## config.mk

```make
export PLATFORM = sky130hd
export DESIGN_NAME = input_port
export DESIGN_NICKNAME = d
export VERILOG_FILES = /design/src/rtl/input_port.sv
export SDC_FILE = /design/constraint.sdc
export NUM_CORES = 1
export LEC_CHECK = 0
export ABC_AREA = 1
export BUFFER_PORTS_ARGS = -buffer_cell sky130_fd_sc_hd__buf_2
export CORE_AREA = 2 2 67 69
export CTS_CLUSTER_DIAMETER = 200
export DETAILED_ROUTE_END_ITERATION = 7
export DIE_AREA = 0 0 69 71
export PLACE_DENSITY = 0.61
export SYNTH_ARGS = -nofsm -noshare
export SYNTH_HDL_FRONTEND = slang
export SYNTH_SLANG_ARGS = --single-unit
```

## constraint.sdc

```tcl
create_clock -name clk -period 1.6 [get_ports clk]
set_clock_uncertainty 0.1 [all_clocks]
set_input_delay 0.08 -clock clk [delete_from_list [all_inputs] [get_ports clk]]
set_output_delay 0.08 -clock clk [all_outputs]
set_load 0.1 [all_outputs]
```

## src/rtl/input_port.sv

```systemverilog
// Serial 8N1 input port for a simple accumulator computer.
// Receives characters on rx, holds the last accepted one in INPR and
// signals it with FGI until the controller consumes it with clr_fgi.
// Overrun and framing errors are sticky until clr_err.
module input_port #(
  parameter int CLKS_PER_BIT = 16
) (
  input  logic       clk,
  input  logic       rst,
  input  logic       rx,
  input  logic       clr_fgi,
  input  logic       clr_err,
  output logic       FGI,
  output logic [7:0] INPR,
  output logic       ovr_err,
  output logic       frm_err,
  output logic       busy
);

  // Counter only needs to reach CLKS_PER_BIT-1, so it never wraps inside a bit.
  localparam int CW = (CLKS_PER_BIT > 1) ? $clog2(CLKS_PER_BIT) : 1;
  localparam logic [CW-1:0] HALF_LAST = CW'(CLKS_PER_BIT / 2 - 1);
  localparam logic [CW-1:0] BIT_LAST  = CW'(CLKS_PER_BIT - 1);
  localparam logic [CW-1:0] CNT_ONE   = CW'(1);

  typedef enum logic [2:0] {
    IDLE      = 3'd0,
    START     = 3'd1,
    DATA      = 3'd2,
    STOP      = 3'd3,
    WAIT_IDLE = 3'd4
  } state_t;

  state_t        state_r;
  logic [CW-1:0] cnt_r;
  logic [2:0]    idx_r;
  logic [7:0]    shift_r;
  logic          rx_meta_r;
  logic          rx_sync_r;

  // Two-flop synchronizer; resets to the idle-high line level.
  always_ff @(posedge clk or posedge rst) begin
    if (rst) begin
      rx_meta_r <= 1'b1;
      rx_sync_r <= 1'b1;
    end else begin
      rx_meta_r <= rx;
      rx_sync_r <= rx_meta_r;
    end
  end

  // Receive FSM plus character holding register, flag and error bookkeeping.
  // Clears come first so that a same-edge set or delivery further down wins.
  always_ff @(posedge clk or posedge rst) begin
    if (rst) begin
      state_r <= IDLE;
      cnt_r   <= '0;
      idx_r   <= 3'd0;
      shift_r <= 8'h00;
      INPR    <= 8'h00;
      FGI     <= 1'b0;
      ovr_err <= 1'b0;
      frm_err <= 1'b0;
      busy    <= 1'b0;
    end else begin
      if (clr_fgi) begin
        FGI <= 1'b0;
      end
      if (clr_err) begin
        ovr_err <= 1'b0;
        frm_err <= 1'b0;
      end

      case (state_r)
        IDLE: begin
          if (!rx_sync_r) begin
            state_r <= START;
            cnt_r   <= '0;
            busy    <= 1'b1;
          end
        end

        START: begin
          // Mid-start-bit sample rejects glitches shorter than half a bit.
          if (cnt_r == HALF_LAST) begin
            cnt_r <= '0;
            if (!rx_sync_r) begin
              state_r <= DATA;
              idx_r   <= 3'd0;
            end else begin
              state_r <= IDLE;
              busy    <= 1'b0;
            end
          end else begin
            cnt_r <= cnt_r + CNT_ONE;
          end
        end

        DATA: begin
          if (cnt_r == BIT_LAST) begin
            shift_r <= {rx_sync_r, shift_r[7:1]};
            cnt_r   <= '0;
            idx_r   <= idx_r + 3'd1;
            if (idx_r == 3'd7) begin
              state_r <= STOP;
            end
          end else begin
            cnt_r <= cnt_r + CNT_ONE;
          end
        end

        STOP: begin
          if (cnt_r == BIT_LAST) begin
            cnt_r <= '0;
            if (rx_sync_r) begin
              state_r <= IDLE;
              busy    <= 1'b0;
              // A consume on the same edge frees the holding register.
              if (!FGI || clr_fgi) begin
                INPR <= shift_r;
                FGI  <= 1'b1;
              end else begin
                ovr_err <= 1'b1;
              end
            end else begin
              frm_err <= 1'b1;
              state_r <= WAIT_IDLE;
            end
          end else begin
            cnt_r <= cnt_r + CNT_ONE;
          end
        end

        WAIT_IDLE: begin
          // Line stuck low after a bad stop bit; wait for it to go idle.
          if (rx_sync_r) begin
            state_r <= IDLE;
            busy    <= 1'b0;
          end
        end

        default: begin
          state_r <= IDLE;
          cnt_r   <= '0;
          busy    <= 1'b0;
        end
      endcase
    end
  end

endmodule

```

# Word-level counts from Yosys, hierarchy flattened
# Index checks and enable logic that the tools add are counted.
totals:
  regBits: 32
  input_bits: 5
  output_inout_bits: 12
  elab_cells: 76
classes:
  add_sub_neg: 2
  eq_ne: 14
  muxes: 36
  n_bitwise: 2
  n_reduce_logical: 11
ops:
  columns: ["cell", "n"]
  rows:
  - ["$mux W3", 10]
  - ["$mux W1", 18]
  - ["$pmux W4 S4", 1]
  - ["$pmux W3 S5", 1]
  - ["$ne A2 B2 Y1 const B", 7]
  - ["$mux W4", 3]
  - ["$reduce_and A4 Y1", 3]
  - ["$eq A3 B2 Y1 const B", 2]
  - ["$eq A3 B3 Y1 const B", 2]
  - ["$pmux W3 S2", 1]
  - ["$reduce_and A6 Y1", 1]
  - ["$pmux W1 S5", 1]
  - ["$add A4 B1 Y4 const B", 1]
  - ["$eq A4 B3 Y1 const B", 1]
  - ["$eq A4 B4 Y1 const B", 1]
  - ["$reduce_and A2 Y1", 2]
  - ["$add A3 B1 Y3 const B", 1]
  - ["$eq A3 B1 Y1 const B", 1]
  - ["$logic_not A3 Y1", 1]
  - ["$mux W2", 1]
  - ["$not A1 Y1", 2]
  - ["$reduce_bool A2 Y1", 1]
  - ["$reduce_or A2 Y1", 1]
  - ["$logic_not A1 Y1", 1]
  - ["$logic_or A1 B1 Y1", 1]

# Logic depth before layout (Yosys ltp)
# Gate-level depths: netlist of run 1.
depth:
  word_depth: 6
  depth_mapped: 9
  mapped_depth_nobuf: 8

# Worst setup path before layout of run 1
# No wires, ideal clock.
synth_timing:
  path_type: "register -> register"
  from: "reg FGI"
  to: "reg INPR[5]"
  setup_time_ns: 0.074
  arrival_time_ns: 1.564
  required_time_ns: 1.426
  setup_slack_ns: -0.138
  path_stages_with_launch: 8
  n_path_buf: 1
  synth_period_minus_slack_ns: 1.738
  cell_sequence: "dfrtp_1 > inv_1 > nor2_1 > inv_1 > nand3_2 > buf_6 > nand2_2 > o21ai_2"
synth_via:
  elab_chain_len: 3
synth_rtl:
  columns: ["element", "line", "rtl"]
  rows:
  - ["from (decl)", "13", "output logic FGI,"]
  - ["from (signal assigned)", "61", "FGI <= 1'b0;"]
  - ["from (signal assigned)", "67", "FGI <= 1'b0;"]
  - ["from (signal assigned)", "121", "FGI <= 1'b1;"]
  - ["$logic_not A1 Y1", "119", "if (!FGI || clr_fgi) begin"]
  - ["$logic_or A1 B1 Y1", "119", null]
  - ["$reduce_and A4 Y1 (no source line)", null, null]
  - ["to (signal assigned)", "120", "INPR <= shift_r;"]
  - ["to (decl)", "14", "output logic [7:0] INPR,"]
# No other way between the ends.
# A chain may end at the register's enable or synchronous reset.

# Final worst setup path of run 1
layout_timing:
  from: "reg cnt_r[0]"
  to: "reg busy"
layout_via:
  elab_chain_len: 3
  elab_cells_between_ends: 5
  classes_between: "eq/ne (4); reduce/logical (1)"
layout_rtl:
  columns: ["element", "line", "rtl"]
  rows:
  - ["from (decl)", "35", "logic [CW-1:0] cnt_r;"]
  - ["from (signal assigned)", "95", "cnt_r <= cnt_r + CNT_ONE;"]
  - ["from (signal assigned)", "108", "cnt_r <= cnt_r + CNT_ONE;"]
  - ["from (signal assigned)", "130", "cnt_r <= cnt_r + CNT_ONE;"]
  - ["$eq A4 B4 Y1 / $eq A4 B3 Y1 (equally long branches)", "113, 85", null]
  - ["$ne A2 B2 Y1 (no source line)", null, null]
  - ["$reduce_and A4 Y1 (no source line) *", null, null]
  - ["to (signal assigned)", "117", "busy <= 1'b0;"]
  - ["to (signal assigned)", "138", "busy <= 1'b0;"]
  - ["to (signal assigned)", "145", "busy <= 1'b0;"]
  - ["to (decl)", "17", "output logic busy"]
# Mark *: on every way between the ends. The rest lies on a longest branch, timed or not.

==> out/results.txt, run 1 <==
Status = finished, final reports clean
Crit path cell chain = ha_2 -> nand2_1 -> nor2_2 -> nor2_4 -> nor2_4 -> nand3_1 -> nand2_1 -> nand2_1
Fin. Hold Viols = 0
Final min period = 1.48 ns
Peak supply drop = 0.000593 V
H-tree depth = 2
Die Wd = 69 um
Final setup viols = 0
Met3 routed WL = 95 um
ANT nets after route = 0
Row count = 24
Synth warnings = 0
Synth unique cells = 24
IO Port Bufs = 16
Max clock buf depth = 2
DRC violations left = 0
Via count = 1,242
Die area = 4900 um^2
Initial Util = 0.388
Largest net degree at the start of global routing = 33
Max Fclk = 677 MHz
Critical path type = reg2reg
Max-slew headroom = 0.677
Core outline area = 4200 um^2
Pleak = 1.00 nW
Net count after synthesis = 192
RR Startpoint = cnt_r[0]$_DFFE_PP0P_
Main combinational cell family by area after synthesis = simple AND/OR/NAND/NOR gates
Most frequent cells in the layout = nand2_1 (54), dfrtp_1 (28), inv_1 (25)
Num CTS Buffers = 5
Maxcap violations = 0
Routed met1 length = 1440 um
Synth Area per Inst = 8.86 um^2
Post-Route WL = 3000 um
CP dominant cell by count = nand2_1
Maximum fanout along the worst path = 5
Routed length on met2 = 1390 um
Share of cells above drive strength 1 = 0.293
Post-DP HPWL = 2210 um
Synthesized-area fraction occupied by and/or/nand/nor cells = 0.295
Arrival time worst endpoint = 1.55 ns
P&R area growth vs syn = 20.0%
Worst-path clk slew = 0.07 ns
Setup_tns = 0 ns
Post-DR wirelength/cell = 11.2 um
Slew Viols, Final = 0
Initial DRC Count = 58
Synth Area in Compound Gates = 0.0936
Flop and latch count out of synthesis = 32
Area share of fa/ha/maj cells after synthesis = 0.0230
Fin util = 0.465
Drt pass-1 iters = 4
Synth Instances = 184
Mux contribution to synthesized area = 0
Die span in y = 71 um
Vias in the first global route = 1,191
Slowest cell on crit path = dfrtp_1
Commonest non-fill, non-tap cell in the layout = nand2_1
Clock Tree Root = clkbuf_8
Clock insertion delay at the later pin of the skew report = 0.28 ns
# IOs = 17
Worst setup SP type = flip-flop
Post-Syn Area = 1630 um^2
Fin nets = 222
Sequential area share after synthesis = 0.493
Antenna violations before repair = 0
RSZ-0062 raised after global routing = true
Global-route wire length before repair = 5440 um
Synth Area in XOR/XNOR = 0.00537
Grt total ovfl = 0
Worst Setup SP = cnt_r[0]$_DFFE_PP0P_
CTS tree = yes
Period Utilization, post-route = 0.923
Min-Delay Path Class = reg2reg
Worst-Margin Slew = 0.487 ns
Worst Min Path Start = rx_meta_r$_DFF_PP1_
# diodes = 0
Vias/cell = 4.65
RePlAce Congestion = 0.848
Largest stage delay, worst path = 0.37 ns
Crit. End Element = flip-flop
Max Used Layer = met4
Clk sinks = 32
Fillers = 425
P per Cell Area = 1340 nW/um^2
Tot GR Track Use = 0.143
Required @ worst endpoint = 1.68 ns
## report_power, final
part | leakage, nW | switching, mW | internal [mW]
Clock | 0.0445 | 0.299 | 0.349
Combinational | 0.529 | 0.621 | 0.341
Sequential | 0.428 | 0.115 | 0.903
Total | 1.00 | 1.04 | 1.59
## routing by layer
layer	vias to the layer above	track usage
met5	-	0
met4	0	0.0763
met3	7	0.0484
met2	17	0.207
met1	579	0.189
li1	639	-
## cell usage after synthesis, drive strengths merged
cell	n	area [um^2]
a21oi	3	15.0
nor2	17	119
xor2	1	8.76
clkbuf	1	13.8
nand2	58	233
o21ai	19	129
dfrtp	30	751
nand3b	1	7.51
dfstp	2	52.6
ha	3	37.5
inv	26	100
nand3	16	103
buf	3	33.8
nand4	3	18.8
o221ai	1	8.76
## critical path: cells and delay by family, from the launching register on
family	cells	cell delay, ns
AND/OR/NAND/NOR	7	0.68
flip-flops	1	0.37
adder cells (fa/ha/maj)	1	0.22
## area by class of cell
type,count,area (um^2),area share
sequential,32,806,0.412
multi-input combinational,122,702,0.359
timing repair buffer,27,189,0.0966
inverter,26,100,0.0512
clock buffer,7,86.3,0.0441
tap,52,65.1,0.0333
clock inverter,1,7.51,0.00384
## path summary, 6_finish.rpt
kind | endpoint | slack (ns) | depth (start not counted)
worst max register to register | busy$_DFFE_PP0P_ | 0.12 | 8
min in group asynchronous | INPR[0]$_DFFE_PP0P_ | 0.32 | 4
worst max-delay path | busy$_DFFE_PP0P_ | 0.12 | 8
max in group asynchronous | rx_sync_r$_DFF_PP1_ | 0.76 | 4
worst min-delay path | rx_sync_r$_DFF_PP1_ | 0.26 | 0
worst min register to register | rx_sync_r$_DFF_PP1_ | 0.26 | 0
## repair_timing
item                                    4_1_cts  5_1_grt
gates resized for setup                       0        8
buffers inserted                              0        0
hold buffers                                  4        0
endpoints found under the setup margin        0       15
endpoints found under the hold margin        34        0
## state kept, by name, indices dropped and copies added (netlist names)
| name | cells |
|---|---|
| busy | 1 |
| FGI | 1 |
| shift_r | 8 |
| rx_sync_r | 1 |
| frm_err | 1 |
| rx_meta_r | 1 |
| state_r | 3 |
| INPR | 8 |
| ovr_err | 1 |
| cnt_r | 4 |
| idx_r | 3 |
## metrics by stage
stage	setup WS [ns]	instances	area [um^2]	hold WS [ns]	power, mW
floorplan	0.130	184	1630	-0.0155	1.80
global placement	0.0306	255	1790	0.0823	1.95
detailed placement	0.0349	255	1790	0.0862	1.96
CTS	0.0302	267	1930	0.258	2.62
global route	-0.0429	267	1960	0.259	2.84
finish	0.123	267	1960	0.258	2.63
## cells by family (layout without fill, tap and decap cells)
| group | after synthesis | count (layout) |
|---|---|---|
| AND/OR/NAND/NOR | 95 | 95 |
| flip-flops | 32 | 32 |
| buffers and inverters | 30 | 61 |
| AO/OA/AOI/OAI | 23 | 23 |
| adder cells (fa/ha/maj) | 3 | 3 |
| XOR/XNOR | 1 | 1 |
Power figures use the tool's default switching activity.
==> run 2, diff against run 1 <==
Settings changed: ABC_AREA 1 to not set, CORE_AREA 2 2 67 69 to 2 2 63 65, DIE_AREA 0 0 69 71 to 0 0 65 67.
==> out/results.txt, run 2 <==
Fin. Hold Viols = 0 (unchanged)
Post-Route WL = 2450 um (was 3000 um)
Top post-synthesis cells by area = dfrtp_1 (53%), mux2_4 (8.5%), mux2_2 (6.4%) (was dfrtp_1 (46%), nand2_1 (12%), inv_1 (5.8%))
Busiest grt layer = met2 (unchanged)
Sequential area share after synthesis = 0.572 (was 0.493)
Setup_tns = -0.358 ns (was 0 ns)
Worst-path clk slew = 0.06 ns (was 0.07 ns)
Flop and latch count out of synthesis = 32 (unchanged)
DRC violations left = 0 (unchanged)
Area share of fa/ha/maj cells after synthesis = 0.0338 (was 0.0230)
Register share of total power = 0.399 (was 0.387)
IO Port Bufs = 16 (unchanged)
P per Cell Area = 1350 nW/um^2 (was 1340 nW/um^2)
Antenna violations before repair = 0 (unchanged)
Top flop regs = INPR x8, shift_r x8, cnt_r x4 (unchanged)
Net Switching = 0.763 mW (was 1.04 mW)
GRT met3 Usage = 0.0355 (was 0.0484)
Crit. End Element = flip-flop (unchanged)
Commonest non-fill, non-tap cell in the layout = dfrtp_1 (was nand2_1)
Final setup viols = 8 (was 0)
Clock insertion delay at the later pin of the skew report = 0.27 ns (was 0.28 ns)
Failing checks = negative setup slack
Synth warnings = 0 (unchanged)
Die span in y = 67 um (was 71 um)
CP endpoint = INPR[4]$_DFFE_PP0P_ (was busy$_DFFE_PP0P_)
Pleak = 0.911 nW (was 1.00 nW)
Share of cells above drive strength 1 = 0.470 (was 0.293)
GR Util met2 = 0.205 (was 0.207)
Clock power frac = 0.293 (was 0.247)
Clk sinks = 32 (unchanged)
Synth unique cells = 31 (was 24)
Slew Viols, Final = 0 (unchanged)
Synth Area in XOR/XNOR = 0.0125 (was 0.00537)
Worst setup SP type = flip-flop (unchanged)
Maximum fanout along the worst path = 8 (was 5)
R2r setup slk = -0.05 ns (was 0.12 ns)
Post-Place Cells = 182 (was 255)
Finished Layout Cells = 197 (was 267)
Top-count cell post-synth = dfrtp_1 (was nand2_1)
Max clock buf depth = 2 (unchanged)
Die area = 4360 um^2 (was 4900 um^2)
Final min period = 1.65 ns (was 1.48 ns)
Critical path type = reg2reg (unchanged)
RePlAce Congestion = 0.782 (was 0.848)
Max Fclk = 606 MHz (was 677 MHz)
Global-route wire length before repair = 4220 um (was 5440 um)
Grt total ovfl = 0 (unchanged)
Synthesized-area fraction occupied by and/or/nand/nor cells = 0.126 (was 0.295)
Max-slew headroom = 0.613 (was 0.677)
Initial DRC Count = 22 (was 58)
Main combinational cell family by area after synthesis = multiplexers (was simple AND/OR/NAND/NOR gates)
Min-Delay Path Class = reg2reg (unchanged)
# diodes = 0 (unchanged)
Post-synth top cells = dfrtp_1 (30), mux2_2 (8), mux2_4 (8), nand3_1 (7), nand2_1 (6) (was nand2_1 (54), dfrtp_1 (30), inv_1 (25), nand3_1 (13))
Row count = 22 (was 24)
Vias in the first global route = 953 (was 1,191)
Post-Syn Area = 1410 um^2 (was 1630 um^2)
RSZ-0062 raised after global routing = true (unchanged)
Synth Area in Compound Gates = 0.0739 (was 0.0936)
Net count after synthesis = 115 (was 192)
Core outline area = 3610 um^2 (was 4200 um^2)
P_int = 1.74 mW (was 1.59 mW)
Fin nets = 156 (was 222)
Required @ worst endpoint = 1.66 ns (was 1.68 ns)
Comb pwr share = 0.308 (was 0.366)
Status = finished, violations left (was finished, final reports clean)
RR Startpoint = cnt_r[0]$_DFFE_PP0P_ (unchanged)
Arrival time worst endpoint = 1.71 ns (was 1.55 ns)
Fin worst setup slack = -0.0513 ns (was 0.123 ns)
Peak supply drop = 0.000675 V (was 0.000593 V)
Yosys top cell by area = dfrtp_1 (unchanged)
# IOs = 17 (unchanged)
Met1 usage = 0.168 (was 0.189)
Tot GR Track Use = 0.130 (was 0.143)
Worst Setup SP = cnt_r[0]$_DFFE_PP0P_ (unchanged)
CTS tree = yes (unchanged)
Initial Util = 0.390 (was 0.388)
Sw Share = 0.305 (was 0.394)
Die Wd = 65 um (was 69 um)
Clock Tree Root = clkbuf_8 (unchanged)
Drt pass-1 iters = 4 (unchanged)
Maxcap violations = 0 (unchanged)
Num CTS Buffers = 5 (unchanged)
Via count = 926 (was 1,242)
Post-DR wirelength/cell = 12.4 um (was 11.2 um)
H-tree depth = 2 (unchanged)
Synth Area per Inst = 13.1 um^2 (was 8.86 um^2)
Worst R2R End = INPR[4]$_DFFE_PP0P_ (was busy$_DFFE_PP0P_)
Reg2reg path depth = 6 (was 8)
EDFF count, synth = 0 (unchanged)
Top FF cell, synth = dfrtp_1 (unchanged)
Post-DP HPWL = 1780 um (was 2210 um)
Mux contribution to synthesized area = 0.150 (was 0)
Synth Instances = 107 (was 184)
ANT nets after route = 0 (unchanged)
Yosys top cell area share = 0.534 (was 0.460)
Ys async rst share = 1.00 (unchanged)
Period Utilization, post-route = 1.03 (was 0.923)
Most frequent cells in the layout = dfrtp_1 (28), buf_2 (16), buf_4 (15) (was nand2_1 (54), dfrtp_1 (28), inv_1 (25))
P&R area growth vs syn = 31.6% (was 20.0%)
Largest net degree at the start of global routing = 20 (was 33)
Worst-Margin Slew = 0.580 ns (was 0.487 ns)
Vias/cell = 4.70 (was 4.65)
run 2: cell count changes after synthesis, sizes merged, moves of 3 or more:
| cell | before | now |
|---|---|---|
| nor2 | 17 | 5 |
| nand3 | 16 | 8 |
| o21ai | 19 | 5 |
| nand2 | 58 | 6 |
| mux2 | 0 | 16 |
| inv | 26 | 5 |
| and2 | 0 | 3 |
run 2: layout make-up:
| class | instances | area, um^2 |
|---|---|---|
| Clock buffer | 6 | 72.6 |
| Tap cell | 48 | 60.1 |
| Inverter | 5 | 18.8 |
| Clock inverter | 2 | 35.0 |
| Sequential cell | 32 | 806 |
| Timing Repair Buffer | 37 | 273 |
| Fill cell | 318 | 1760 |
| Multi-Input combinational cell | 67 | 584 |
run 2: logic make-up (layout without fill, tap and decap cells):
logic type | Yosys count | after routing
fa+ha+maj | 4 | 4
simple gates | 30 | 30
xor+xnor | 2 | 2
compound gates | 15 | 15
flops | 32 | 32
mux | 16 | 16
buf+inv | 8 | 50
run 2: routing by layer:
| layer | share of wire | wire, um |
|---|---|---|
| met2 | 0.46 | 1130 |
| met3 | 0.039 | 96 |
| met1 | 0.49 | 1200 |
| met5 | 0 | 0 |
| met4 | 0.0094 | 23 |
run 2: through the flow:
stage                     hold slack [ns]  instance area [um^2]  setup slack (ns)  total power [mW]   util
after floorplan                   -0.0155                  1410           -0.0384              1.48      -
after global placement             0.0656                  1660           -0.0357              1.71  0.459
final                               0.257                  1850           -0.0513              2.50  0.513
after global routing                0.260                  1850            -0.121              2.66  0.513
after CTS                           0.256                  1820           -0.0532              2.51  0.504
after detailed placement           0.0701                  1660           -0.0744              1.74  0.459
run 2: power by group through the flow:
stage | Clock (mW) | Combinational, mW | Sequential (mW)
finish | 0.734 | 0.770 | 0.998
global route | 0.812 | 0.838 | 1.01
CTS | 0.772 | 0.738 | 0.999
detailed placement | 0 | 0.727 | 1.01
global placement | 0 | 0.701 | 1.01
floorplan | 0 | 0.365 | 1.11
run 2: worst max-delay path, stage by stage (launching register included):
cell     delay, ns
dfrtp_1       0.35
ha_2          0.18
and3_4        0.23
nand4_4       0.09
nor2b_4       0.14
buf_12        0.14
mux2_4        0.30
run 2: worst min-delay path by stage:
stage          slack [ns]           startpoint                   to  cells after the start
4_1_cts              0.26  rx_meta_r$_DFF_PP1_  rx_sync_r$_DFF_PP1_                      0
3_5_place_dp         0.07                  rst    ovr_err$_DFF_PP0_                      2
5_1_grt              0.26  rx_meta_r$_DFF_PP1_  rx_sync_r$_DFF_PP1_                      0
2_1_floorplan       -0.02                   rx  rx_meta_r$_DFF_PP1_                      0
6_report             0.26  rx_meta_r$_DFF_PP1_  rx_sync_r$_DFF_PP1_                      0
3_3_place_gp         0.07                  rst    ovr_err$_DFF_PP0_                      2
run 2: what timing repair did:
action                                  4_1_cts  5_1_grt
pin swaps                                     0        1
endpoints found under the setup margin       18       22
hold buffers                                  4        0
buffers inserted                              1        2
resized for setup                             1        5
endpoints found under the hold margin        15        0
==> run 3, diff against run 2 <==
Settings changed: REMOVE_ABC_BUFFERS set to 1.
==> out/results.txt, run 3 (synthesis results as in run 2) <==
H-tree depth = 2 (unchanged)
Post-DR wirelength/cell = 12.5 um (was 12.4 um)
Die span in y = 67 um (unchanged)
Drt pass-1 iters = 4 (unchanged)
Largest net degree at the start of global routing = 33 (was 20)
Most frequent cells in the layout = dfrtp_1 (30), buf_4 (19), buf_2 (16) (was dfrtp_1 (28), buf_2 (16), buf_4 (15))
Required @ worst endpoint = 1.67 ns (was 1.66 ns)
Worst setup SP type = flip-flop (unchanged)
Sw Share = 0.308 (was 0.305)
Clock insertion delay at the later pin of the skew report = 0.28 ns (was 0.27 ns)
Post-Route WL = 2500 um (was 2450 um)
Fin. Hold Viols = 0 (unchanged)
Via count = 959 (was 926)
P per Cell Area = 1400 nW/um^2 (was 1350 nW/um^2)
Crit path cell chain = ha_2 -> and3_4 -> nand4_4 -> nor2b_4 -> buf_12 -> mux2_4 (unchanged)
Failing checks = negative setup slack (unchanged)
P&R area growth vs syn = 33.1% (was 31.6%)
Final instance area = 1870 um^2 (was 1850 um^2)
Critical path type = reg2reg (unchanged)
Fin nets = 160 (was 156)
Pleak = 0.928 nW (was 0.911 nW)
R2r setup slk = -0.03 ns (was -0.05 ns)
CTS tree = yes (unchanged)
RePlAce Congestion = 0.699 (was 0.782)
Maximum fanout along the worst path = 8 (unchanged)
Comb pwr share = 0.335 (was 0.308)
Num CTS Buffers = 5 (unchanged)
Clock Tree Root = clkbuf_8 (unchanged)
ANT nets after route = 0 (unchanged)
IO Port Bufs = 16 (unchanged)
Slowest cell on crit path = dfrtp_1 (unchanged)
Initial Util = 0.390 (unchanged)
Register share of total power = 0.377 (was 0.399)
Initial DRC Count = 50 (was 22)
Status = finished, violations left (unchanged)
Buf/Inv on CP = 1 (unchanged)
Slew Viols, Final = 0 (unchanged)
Grt total ovfl = 0 (unchanged)
Maxcap violations = 0 (unchanged)
Top flop regs = INPR x8, shift_r x8, cnt_r x4 (unchanged)
Worst Hold Depth = 0 (unchanged)
Final setup viols = 8 (unchanged)
# IOs = 17 (unchanged)
Vias in the first global route = 944 (was 953)
Max Fclk = 613 MHz (was 606 MHz)
Die Wd = 65 um (unchanged)
Placed Area = 1660 um^2 (about the same)
Reg2reg path depth = 6 (unchanged)
Commonest non-fill, non-tap cell in the layout = dfrtp_1 (unchanged)
Die area = 4360 um^2 (unchanged)
Max clock buf depth = 2 (unchanged)
Fin util = 0.519 (was 0.513)
Fin worst setup slack = -0.0320 ns (was -0.0513 ns)
CP Depth = 6 (unchanged)
Min-Delay Path Class = reg2reg (unchanged)
Share of cells above drive strength 1 = 0.458 (was 0.470)
Row count = 22 (unchanged)
Antenna violations before repair = 0 (unchanged)
Largest stage delay, worst path = 0.35 ns (about the same)
Peak supply drop = 0.000803 V (was 0.000675 V)
Setup_tns = -0.221 ns (was -0.358 ns)
DRC violations left = 0 (unchanged)
Largest delay share family, worst path = simple AND/OR/NAND/NOR gates (unchanged)
Worst-Margin Slew = 0.486 ns (was 0.580 ns)
Period Utilization, post-route = 1.02 (was 1.03)
RSZ-0062 raised after global routing = true (unchanged)
Clk sinks = 32 (unchanged)
Global-route wire length before repair = 4280 um (was 4220 um)
# diodes = 0 (unchanged)
Clock power frac = 0.288 (was 0.293)
Final min period = 1.63 ns (was 1.65 ns)
Vias/cell = 4.77 (was 4.70)
Arrival time worst endpoint = 1.70 ns (was 1.71 ns)
Worst-path clk slew = 0.07 ns (was 0.06 ns)
Max-slew headroom = 0.678 (was 0.613)
Net Switching = 0.807 mW (was 0.763 mW)
Crit. End Element = flip-flop (unchanged)
Post-DP HPWL = 1790 um (was 1780 um)
P_int = 1.82 mW (was 1.74 mW)
Tot GR Track Use = 0.132 (was 0.130)
Core outline area = 3610 um^2 (unchanged)
==> run 3: cell types whose count changed in the layout (fill, tap and decap cells not counted), sizes merged <==
cell and change:
clkbuf -1, buf +4, clkinvlp +1
==> run 3: power by group through the flow <==
stage	combinational (mW)	sequential (mW)	clock, mW
after floorplan	0.328	1.13	0
after detailed placement	0.765	1.00	0
after global placement	0.754	0.996	0
final	0.878	0.990	0.755
after CTS	0.828	0.988	0.776
after global routing	0.951	1.00	0.817
==> run 3: final timing paths <==
check                                 endpoint                 start
min                        rx_sync_r$_DFF_PP1_   rx_meta_r$_DFF_PP1_
max                        INPR[4]$_DFFE_PP0P_  cnt_r[1]$_DFFE_PP0P_
min in group asynchronous  INPR[1]$_DFFE_PP0P_                   rst
max in group asynchronous  rx_meta_r$_DFF_PP1_                   rst
max reg2reg                INPR[4]$_DFFE_PP0P_  cnt_r[1]$_DFFE_PP0P_
min reg2reg                rx_sync_r$_DFF_PP1_   rx_meta_r$_DFF_PP1_
==> run 3: timing repair <==
item	CTS	global route
resized for setup	3	3
hold buffers	4	0
setup endpoints to repair	19	21
endpoints found under the hold margin	34	0
pin swaps	3	1
buffers inserted	4	2
==> run 3: layout make-up <==
class                      count  area, um^2
clock buffer                   5        68.8
clock inverter                 3        42.5
fill                         319        1740
inverter                       5        18.8
multi-input combinational     67         574
sequential                    32         803
tap                           48        60.1
timing repair buffer          41         303
==> run 3: worst reg2reg max path, stage by stage (launching register included) <==
cell,delay [ns]
dfrtp_1,0.35
ha_2,0.18
and3_4,0.21
nand4_4,0.10
nor2b_4,0.15
buf_12,0.14
mux2_4,0.29
==> run 3: layer usage <==
| layer | global-route usage | vias up | wire length, um | share of wire |
|---|---|---|---|---|
| met5 | 0 | - | 0 | 0 |
| met4 | 0.0718 | 0 | 57 | 0.023 |
| met3 | 0.0405 | 4 | 99 | 0.040 |
| met2 | 0.213 | 19 | 1190 | 0.47 |
| met1 | 0.158 | 472 | 1160 | 0.46 |
| li1 | - | 464 | - | - |
==> run 3: per-stage QoR <==
| step | hold WS, ns | instances | total power [mW] | setup WS [ns] |
|---|---|---|---|---|
| floorplan | -0.0155 | 104 | 1.46 | -0.371 |
| global placement | 0.0787 | 183 | 1.75 | -0.0812 |
| detailed placement | 0.0843 | 183 | 1.77 | -0.121 |
| CTS | 0.257 | 199 | 2.59 | -0.0161 |
| global route | 0.265 | 201 | 2.77 | -0.0859 |
| finish | 0.256 | 201 | 2.62 | -0.0320 |
